===== src/rtl/mips_ctrl_pkg.sv =====
// Shared opcodes, ALU codes, state encodings and per-state control decode
// for the multicycle MIPS controller. JAL support: MULTICYCLE_CONTROL_JAL_EN.
package mips_ctrl_pkg;

  localparam logic [5:0] R_TYPE = 6'h00;
  localparam logic [5:0] ADDI   = 6'h08;
  localparam logic [5:0] ORI    = 6'h0D;
  localparam logic [5:0] LW     = 6'h23;
  localparam logic [5:0] SW     = 6'h2B;
  localparam logic [5:0] BEQ    = 6'h04;
  localparam logic [5:0] BNE    = 6'h05;
  localparam logic [5:0] J      = 6'h02;
  localparam logic [5:0] JAL    = 6'h03;

  localparam logic [2:0] ALU_ADD   = 3'b000;
  localparam logic [2:0] ALU_SUB   = 3'b001;
  localparam logic [2:0] ALU_ADDI  = 3'b100;
  localparam logic [2:0] ALU_ORI   = 3'b101;
  localparam logic [2:0] ALU_RTYPE = 3'b111;

  localparam logic [1:0] SRCB_RT      = 2'd0;
  localparam logic [1:0] SRCB_FOUR    = 2'd1;
  localparam logic [1:0] SRCB_IMM     = 2'd2;
  localparam logic [1:0] SRCB_IMM_SH2 = 2'd3;

  localparam logic [1:0] PCSRC_ALU    = 2'd0;
  localparam logic [1:0] PCSRC_ALUOUT = 2'd1;
  localparam logic [1:0] PCSRC_JUMP   = 2'd2;

  typedef enum logic [3:0] {
    FETCH    = 4'd0,
    DECODE   = 4'd1,
    MEM_ADDR = 4'd2,
    MEM_RD   = 4'd3,
    MEM_WB   = 4'd4,
    MEM_WR   = 4'd5,
    EXEC_R   = 4'd6,
    R_WB     = 4'd7,
    EXEC_I   = 4'd8,
    I_WB     = 4'd9,
    BRANCH   = 4'd10,
    JUMP     = 4'd11,
    JAL_ST   = 4'd12
  } state_t;

  typedef struct packed {
    logic       pcWrite;
    logic       branchEq;
    logic       branchNe;
    logic       iorD;
    logic       memRead;
    logic       memWrite;
    logic       irWrite;
    logic       memtoReg;
    logic       regDst;
    logic       regWrite;
    logic       aluSrcA;
    logic [1:0] aluSrcB;
    logic [1:0] pcSource;
    logic [2:0] aluOp;
  } ctrl_t;

  // Control bundle for a state; op is the opcode owning that state.
  // FETCH pcWrite/irWrite are further qualified by mem_ready at the top.
  function automatic ctrl_t stateCtrl(
    input state_t     s,
    input logic [5:0] op
  );
    ctrl_t c;
    c = '0;
    case (s)
      FETCH: begin
        c.memRead  = 1'b1;
        c.iorD     = 1'b0;
        c.aluSrcA  = 1'b0;
        c.aluSrcB  = SRCB_FOUR;
        c.aluOp    = ALU_ADD;
        c.pcSource = PCSRC_ALU;
        c.irWrite  = 1'b1;
        c.pcWrite  = 1'b1;
      end
      DECODE: begin
        c.aluSrcA = 1'b0;
        c.aluSrcB = SRCB_IMM_SH2;
        c.aluOp   = ALU_ADD;
      end
      MEM_ADDR: begin
        c.aluSrcA = 1'b1;
        c.aluSrcB = SRCB_IMM;
        c.aluOp   = ALU_ADD;
      end
      MEM_RD: begin
        c.memRead = 1'b1;
        c.iorD    = 1'b1;
      end
      MEM_WB: begin
        c.regWrite = 1'b1;
        c.memtoReg = 1'b1;
        c.regDst   = 1'b0;
      end
      MEM_WR: begin
        c.memWrite = 1'b1;
        c.iorD     = 1'b1;
      end
      EXEC_R: begin
        c.aluSrcA = 1'b1;
        c.aluSrcB = SRCB_RT;
        c.aluOp   = ALU_RTYPE;
      end
      R_WB: begin
        c.regWrite = 1'b1;
        c.regDst   = 1'b1;
      end
      EXEC_I: begin
        c.aluSrcA = 1'b1;
        c.aluSrcB = SRCB_IMM;
        c.aluOp   = (op == ORI) ? ALU_ORI : ALU_ADDI;
      end
      I_WB: begin
        c.regWrite = 1'b1;
        c.regDst   = 1'b0;
        c.memtoReg = 1'b0;
      end
      BRANCH: begin
        c.aluSrcA  = 1'b1;
        c.aluSrcB  = SRCB_RT;
        c.aluOp    = ALU_SUB;
        c.pcSource = PCSRC_ALUOUT;
        c.branchEq = (op == BEQ);
        c.branchNe = (op == BNE);
      end
      JUMP: begin
        c.pcWrite  = 1'b1;
        c.pcSource = PCSRC_JUMP;
      end
`ifdef MULTICYCLE_CONTROL_JAL_EN
      JAL_ST: begin
        c.pcWrite  = 1'b1;
        c.pcSource = PCSRC_JUMP;
        c.regWrite = 1'b1;
      end
`endif
      default: c = '0;
    endcase
    return c;
  endfunction

endpackage


===== src/rtl/multicycle_control_retire_counter.sv =====
// Retired-instruction counter: sync active-low clear, increment enable,
// wraps modulo 2^W.
module retire_counter #(
  parameter int W = 32
) (
  input  logic         clk,
  input  logic         clrN,
  input  logic         en,
  output logic [W-1:0] count
);

  // Clear has priority over an increment on the same edge
  always_ff @(posedge clk) begin
    if (!clrN)
      count <= '0;
    else if (en)
      count <= count + 1'b1;
  end

endmodule


===== src/rtl/multicycle_control.sv =====
// Moore control FSM for the multicycle MIPS datapath.
// Optional JAL (opcode 0x03) support: MULTICYCLE_CONTROL_JAL_EN.
module multicycle_control
  import mips_ctrl_pkg::*;
#(
  parameter int ALUOP_W = 3,
  parameter int CNT_W   = 32
) (
  input  logic               clk,
  input  logic               reset,
  input  logic [5:0]         OP,
  input  logic               mem_ready,
  output logic               PCWrite,
  output logic               BranchEQ,
  output logic               BranchNE,
  output logic               IorD,
  output logic               MemRead,
  output logic               MemWrite,
  output logic               IRWrite,
  output logic               MemtoReg,
  output logic               RegDst,
  output logic               RegWrite,
  output logic               ALUSrcA,
  output logic [1:0]         ALUSrcB,
  output logic [1:0]         PCSource,
  output logic [ALUOP_W-1:0] ALUOp,
  output logic               illegal_op,
  output logic [CNT_W-1:0]   retired,
  output logic [3:0]         state_dbg
);

  state_t     state;
  state_t     stateNext;
  logic [5:0] opQ;
  logic [5:0] opUse;
  ctrl_t      ctrlQ;
  logic       illegalQ;
  logic       illegalNext;
  logic       retire;
  logic       inFetch;

  // The opcode that owns the next state: live OP while decoding
  assign opUse = (state == DECODE) ? OP : opQ;

  // Next-state selection, retirement and illegal-opcode detection
  always_comb begin
    stateNext   = FETCH;
    retire      = 1'b0;
    illegalNext = 1'b0;
    case (state)
      FETCH:
        stateNext = mem_ready ? DECODE : FETCH;
      DECODE: begin
        unique case (1'b1)
          (OP == R_TYPE):
            stateNext = EXEC_R;
          (OP == ADDI),
          (OP == ORI):
            stateNext = EXEC_I;
          (OP == LW),
          (OP == SW):
            stateNext = MEM_ADDR;
          (OP == BEQ),
          (OP == BNE):
            stateNext = BRANCH;
          (OP == J):
            stateNext = JUMP;
`ifdef MULTICYCLE_CONTROL_JAL_EN
          (OP == JAL):
            stateNext = JAL_ST;
`else
          (OP == JAL):
            illegalNext = 1'b1;
`endif
          default:
            illegalNext = 1'b1;
        endcase
      end
      MEM_ADDR: begin
        if (opQ == LW)
          stateNext = MEM_RD;
        else if (opQ == SW)
          stateNext = MEM_WR;
        else
          stateNext = FETCH;
      end
      MEM_RD:
        stateNext = mem_ready ? MEM_WB : MEM_RD;
      MEM_WR: begin
        stateNext = mem_ready ? FETCH : MEM_WR;
        retire    = mem_ready;
      end
      EXEC_R:
        stateNext = R_WB;
      EXEC_I:
        stateNext = I_WB;
      MEM_WB, R_WB, I_WB, BRANCH, JUMP:
        retire = 1'b1;
`ifdef MULTICYCLE_CONTROL_JAL_EN
      JAL_ST:
        retire = 1'b1;
`endif
      default:
        stateNext = FETCH;
    endcase
  end

  // State, latched opcode, registered control bundle and illegal pulse
  always_ff @(posedge clk) begin
    if (!reset) begin
      state    <= FETCH;
      opQ      <= '0;
      ctrlQ    <= stateCtrl(FETCH, 6'd0);
      illegalQ <= 1'b0;
    end else begin
      state    <= stateNext;
      if (state == DECODE)
        opQ <= OP;
      ctrlQ    <= stateCtrl(stateNext, opUse);
      illegalQ <= illegalNext;
    end
  end

  retire_counter #(
    .W (CNT_W)
  ) uRetire (
    .clk   (clk),
    .clrN  (reset),
    .en    (retire),
    .count (retired)
  );

  assign inFetch = (state == FETCH);

  // Strobes are held low for the whole time reset is asserted
  assign PCWrite    = reset & ctrlQ.pcWrite & (mem_ready | ~inFetch);
  assign IRWrite    = reset & ctrlQ.irWrite & mem_ready;
  assign BranchEQ   = reset & ctrlQ.branchEq;
  assign BranchNE   = reset & ctrlQ.branchNe;
  assign MemRead    = reset & ctrlQ.memRead;
  assign MemWrite   = reset & ctrlQ.memWrite;
  assign RegWrite   = reset & ctrlQ.regWrite;
  assign illegal_op = reset & illegalQ;

  assign IorD      = ctrlQ.iorD;
  assign MemtoReg  = ctrlQ.memtoReg;
  assign RegDst    = ctrlQ.regDst;
  assign ALUSrcA   = ctrlQ.aluSrcA;
  assign ALUSrcB   = ctrlQ.aluSrcB;
  assign PCSource  = ctrlQ.pcSource;
  assign ALUOp     = ALUOP_W'(ctrlQ.aluOp);
  assign state_dbg = state;

endmodule


===== config.mk =====
export PLATFORM = sky130hd
export DESIGN_NAME = multicycle_control
export DESIGN_NICKNAME = d
export VERILOG_FILES = /design/src/rtl/mips_ctrl_pkg.sv /design/src/rtl/multicycle_control_retire_counter.sv /design/src/rtl/multicycle_control.sv
export SDC_FILE = /design/constraint.sdc
export NUM_CORES = 1
export LEC_CHECK = 0
export ABC_AREA = 0
export BUFFER_PORTS_ARGS = -buffer_cell sky130_fd_sc_hd__buf_2
export CAP_MARGIN = 20
export CORE_AREA = 2 2 81 83
export DETAILED_ROUTE_END_ITERATION = 16
export DIE_AREA = 0 0 83 85
export PLACE_DENSITY_LB_ADDON = 0.08
export SLEW_MARGIN = 20
export SYNTH_ARGS = -nofsm -noshare
export SYNTH_HDL_FRONTEND = slang
export SYNTH_SLANG_ARGS = --single-unit

===== constraint.sdc =====
create_clock -name clk -period 2.2 [get_ports clk]
set_input_delay 0.22 -clock clk [delete_from_list [all_inputs] [get_ports clk]]
set_output_delay 0.22 -clock clk [all_outputs]
set_load 0.01 [all_outputs]

==> impl_metrics.toml <==
[die]
num_rows = 29
die_y_um = 85
die_area_um2 = 7060
dieWidth_um = 83
start_util_pct = 48.8
num_io_pins = 64
core_um2 = 6200

[drt]
routed_wl_mm = 6.40
first_pass_iters = 4
antenna_left = 0
routedWlPerCell_um = 13.2
drtIter0Drc = 88
via_count = 2542
drc = 0
viasPerCell = 5.25

[min_path]
holdPathEnd = "ALUSrcB[0]"
hp-class = "in -> reg"
min-delay-start = "mem_ready"
whs_path_depth = 3

[cts]
postCtsSetupRepairBufs = 0
insertion_delay_ns = 0.34
clkSinkCount = 61
clock-root-buffer = "clkbuf_8"
h-tree-depth = 3
cts_tree = "done"
clk_pin_slew_worst_paths_ns = 0.07
clockBufferDepth = 2
numCtsBuffers = 9

[sta]
tns_ns = 0
slew_headroom_pct = 59.2
max_slew.worst_pin.slew_ns = 0.602
finalSetupViolations = 0
hold_viol_final = 0
rsz0062_at_grt = "false"
min_period_over_period_pct = 96.0
worst_clock_skew_ns = 0.00963
post-route-min-period_ns = 2.11
fmax_mhz = 473
drv_slew = 0

[place]
port_buffers = 63
gp_congestion = 0.810
dp_hpwl_mm = 4.51
dp_cells = 468
place_area_um2 = 3410

[worst_setup_path]
r2r_cells = 6
cp_slowest_cell = "dfxtp_2"
cp-start-kind = "flop"
cp.arrival_ns = 1.89
path_cells = "buf_4, or2_2, or3_4, o211a_1, buf_2"
r2r_start = "uRetire.count[15]"
crit_type = "reg -> out"
reg2reg_slack_ns = 0.17
critPathMaxFanout = 11
critPathRequiredTime_ns = 1.98
end_kind = "output pin"
cpPeakStageDelay_ns = 0.36
r2r_end = "uRetire.count[30]"

[finish]
n_antenna_cell = 0
nets = 412
fin_area_um2 = 3670
drive_above_1_share_pct = 28.3
multi_input_area_um2 = 1620
nFillCells = 608
utilization_pct = 59.2
seqCellArea_um2 = 1220
area_growth_pct = 21.4
final_cells = 484

[global_route]
grt_max_degree = 34
antenna_found_initial = 0
grt_use_total_pct = 19.0
grt-ovfl-total = 0
grt_pass1_vias = 2395
grt_first_pass_wirelength_mm = 11.0

[logic_synthesis]
synth_area_leader_cell = "dfxtp_1"
synthTopCellsByArea = "dfxtp_1 40%, and2_1 6.2%, xor2_1 4.3%"
ys.flop_type = "dfxtp_1"
synth_warnings = 0
syn_nets = 344
ys_seq_area_share_pct = 40.4
ys_types = 59
synth_top_area_share_pct = 40.4
synth.most_common_cell = "dfxtp_1"
async_flop_share_pct = 0
synth_seq_cells = 61
syn_area_per_cell_um2 = 9.06
syn-cell-area_um2 = 3030
synth_edf_count = 0
synthCells = 334
synth_commonest_cells = "61 x dfxtp_1, 30 x and2_1, 16 x nand2_1, 16 x nor2_1"

[job]
drv_cap = 0

[pwr]
ir_drop_mv = 0.486
p_per_area_nw_per_um2 = 681
p_leak_nw = 1.67

[run_status]
outcome = "finished, final reports clean"
per-stage QoR:
stage / total power, W / setup slack, ns / hold slack (ns)
finish: 0.00250 / 0.0877 / 0.223
global route: 0.00261 / 0.00519 / 0.205
CTS: 0.00253 / 0.0289 / 0.214
detailed placement: 0.00129 / 0.142 / 0.497
global placement: 0.00129 / 0.144 / 0.487
floorplan: 0.00124 / 0.144 / 0.378
cell usage in the layout (no fill, tap or decap), drive strengths merged, types with 2 or more instances in the layout:
master,n
inv,14
nor2b,13
nand3,10
xor2,15
or3,14
o21bai,3
nor3,15
and3,4
o21ai,16
and4b,2
nor3b,2
a21boi,9
and2,30
or2,2
and4,3
o311ai,2
clkbuf,10
a21oi,4
mux2i,8
bufinv,3
o21a,2
xnor2,9
nand4b,4
nor2,16
nand4,4
clkinv,2
buf,80
or2b,2
or4,2
nor4,7
and2b,2
nand2b,5
dfxtp,61
nor4b,3
nand2,16
critical path, delay by kind of cell (launching register included):
family / cells / cell delay (ns)
flip-flops: 1 / 0.36
AND/OR/NAND/NOR: 2 / 0.70
AO/OA/AOI/OAI: 1 / 0.22
buffers and inverters: 2 / 0.28
final cells by class:
class | count | share of cell area, %
multi-input combinational | 237 | 44.0
inverter | 13 | 1.33
sequential | 61 | 33.3
timing repair buffer | 80 | 12.1
clock buffer | 10 | 3.75
clock inverter | 6 | 2.96
tap | 77 | 2.62
cell families after synthesis:
kind of cell | count (synthesis) | share of synthesized area (%)
and+or+nand+nor | 159 | 32.3
DFF | 61 | 40.4
AOI/OAI and AO/OA | 45 | 10.5
buffers and inverters | 36 | 6.78
xor gates and xnor gates | 24 | 6.95
muxes | 8 | 2.65
adders and majority gates | 1 | 0.413
how the worst max path moves through the flow:
stage	from	endpoint	slack (ns)	depth (start not counted)
floorplan	uRetire.count[3]	uRetire.count[21]	0.14	7
global placement	uRetire.count[4]	uRetire.count[27]	0.14	6
detailed placement	uRetire.count[4]	uRetire.count[27]	0.14	6
CTS	state_dbg[0]	PCWrite	0.03	5
global route	state_dbg[2]	ctrlQ[8]	0.005	7
finish	state_dbg[0]	PCWrite	0.09	5
state kept, by name (all words and copies together) (netlist names):
register and cells:
opQ 6, ALUSrcB 2, state_dbg 4, PCSource 2
ctrlQ 7, ALUSrcA 1, uRetire.count 32, RegDst 1
illegalQ 1, ALUOp 3, IorD 1, MemtoReg 1
power breakdown:
| group | switching [W] | internal, W | total [W] |
|---|---|---|---|
| clock | 0.000451 | 0.000783 | 0.00123 |
| combinational | 0.0000746 | 0.0000641 | 0.000139 |
| sequential | 0.0000100 | 0.00112 | 0.00113 |
| total | 0.000536 | 0.00197 | 0.00250 |
routing by layer:
layer	vias to the layer above	GRT usage [%]	wire, µm
met1	1201	24.1	2970
met3	8	5.64	234
met4	0	5.96	89
met5	-	0	0
li1	1287	-	-
met2	46	31.3	3110
what timing repair did:
action / in CTS / in global routing
hold buffers: 0 / 0
endpoints found under the setup margin: 1 / 8
resized for setup: 1 / 4
Power figures use the tool's default switching activity.
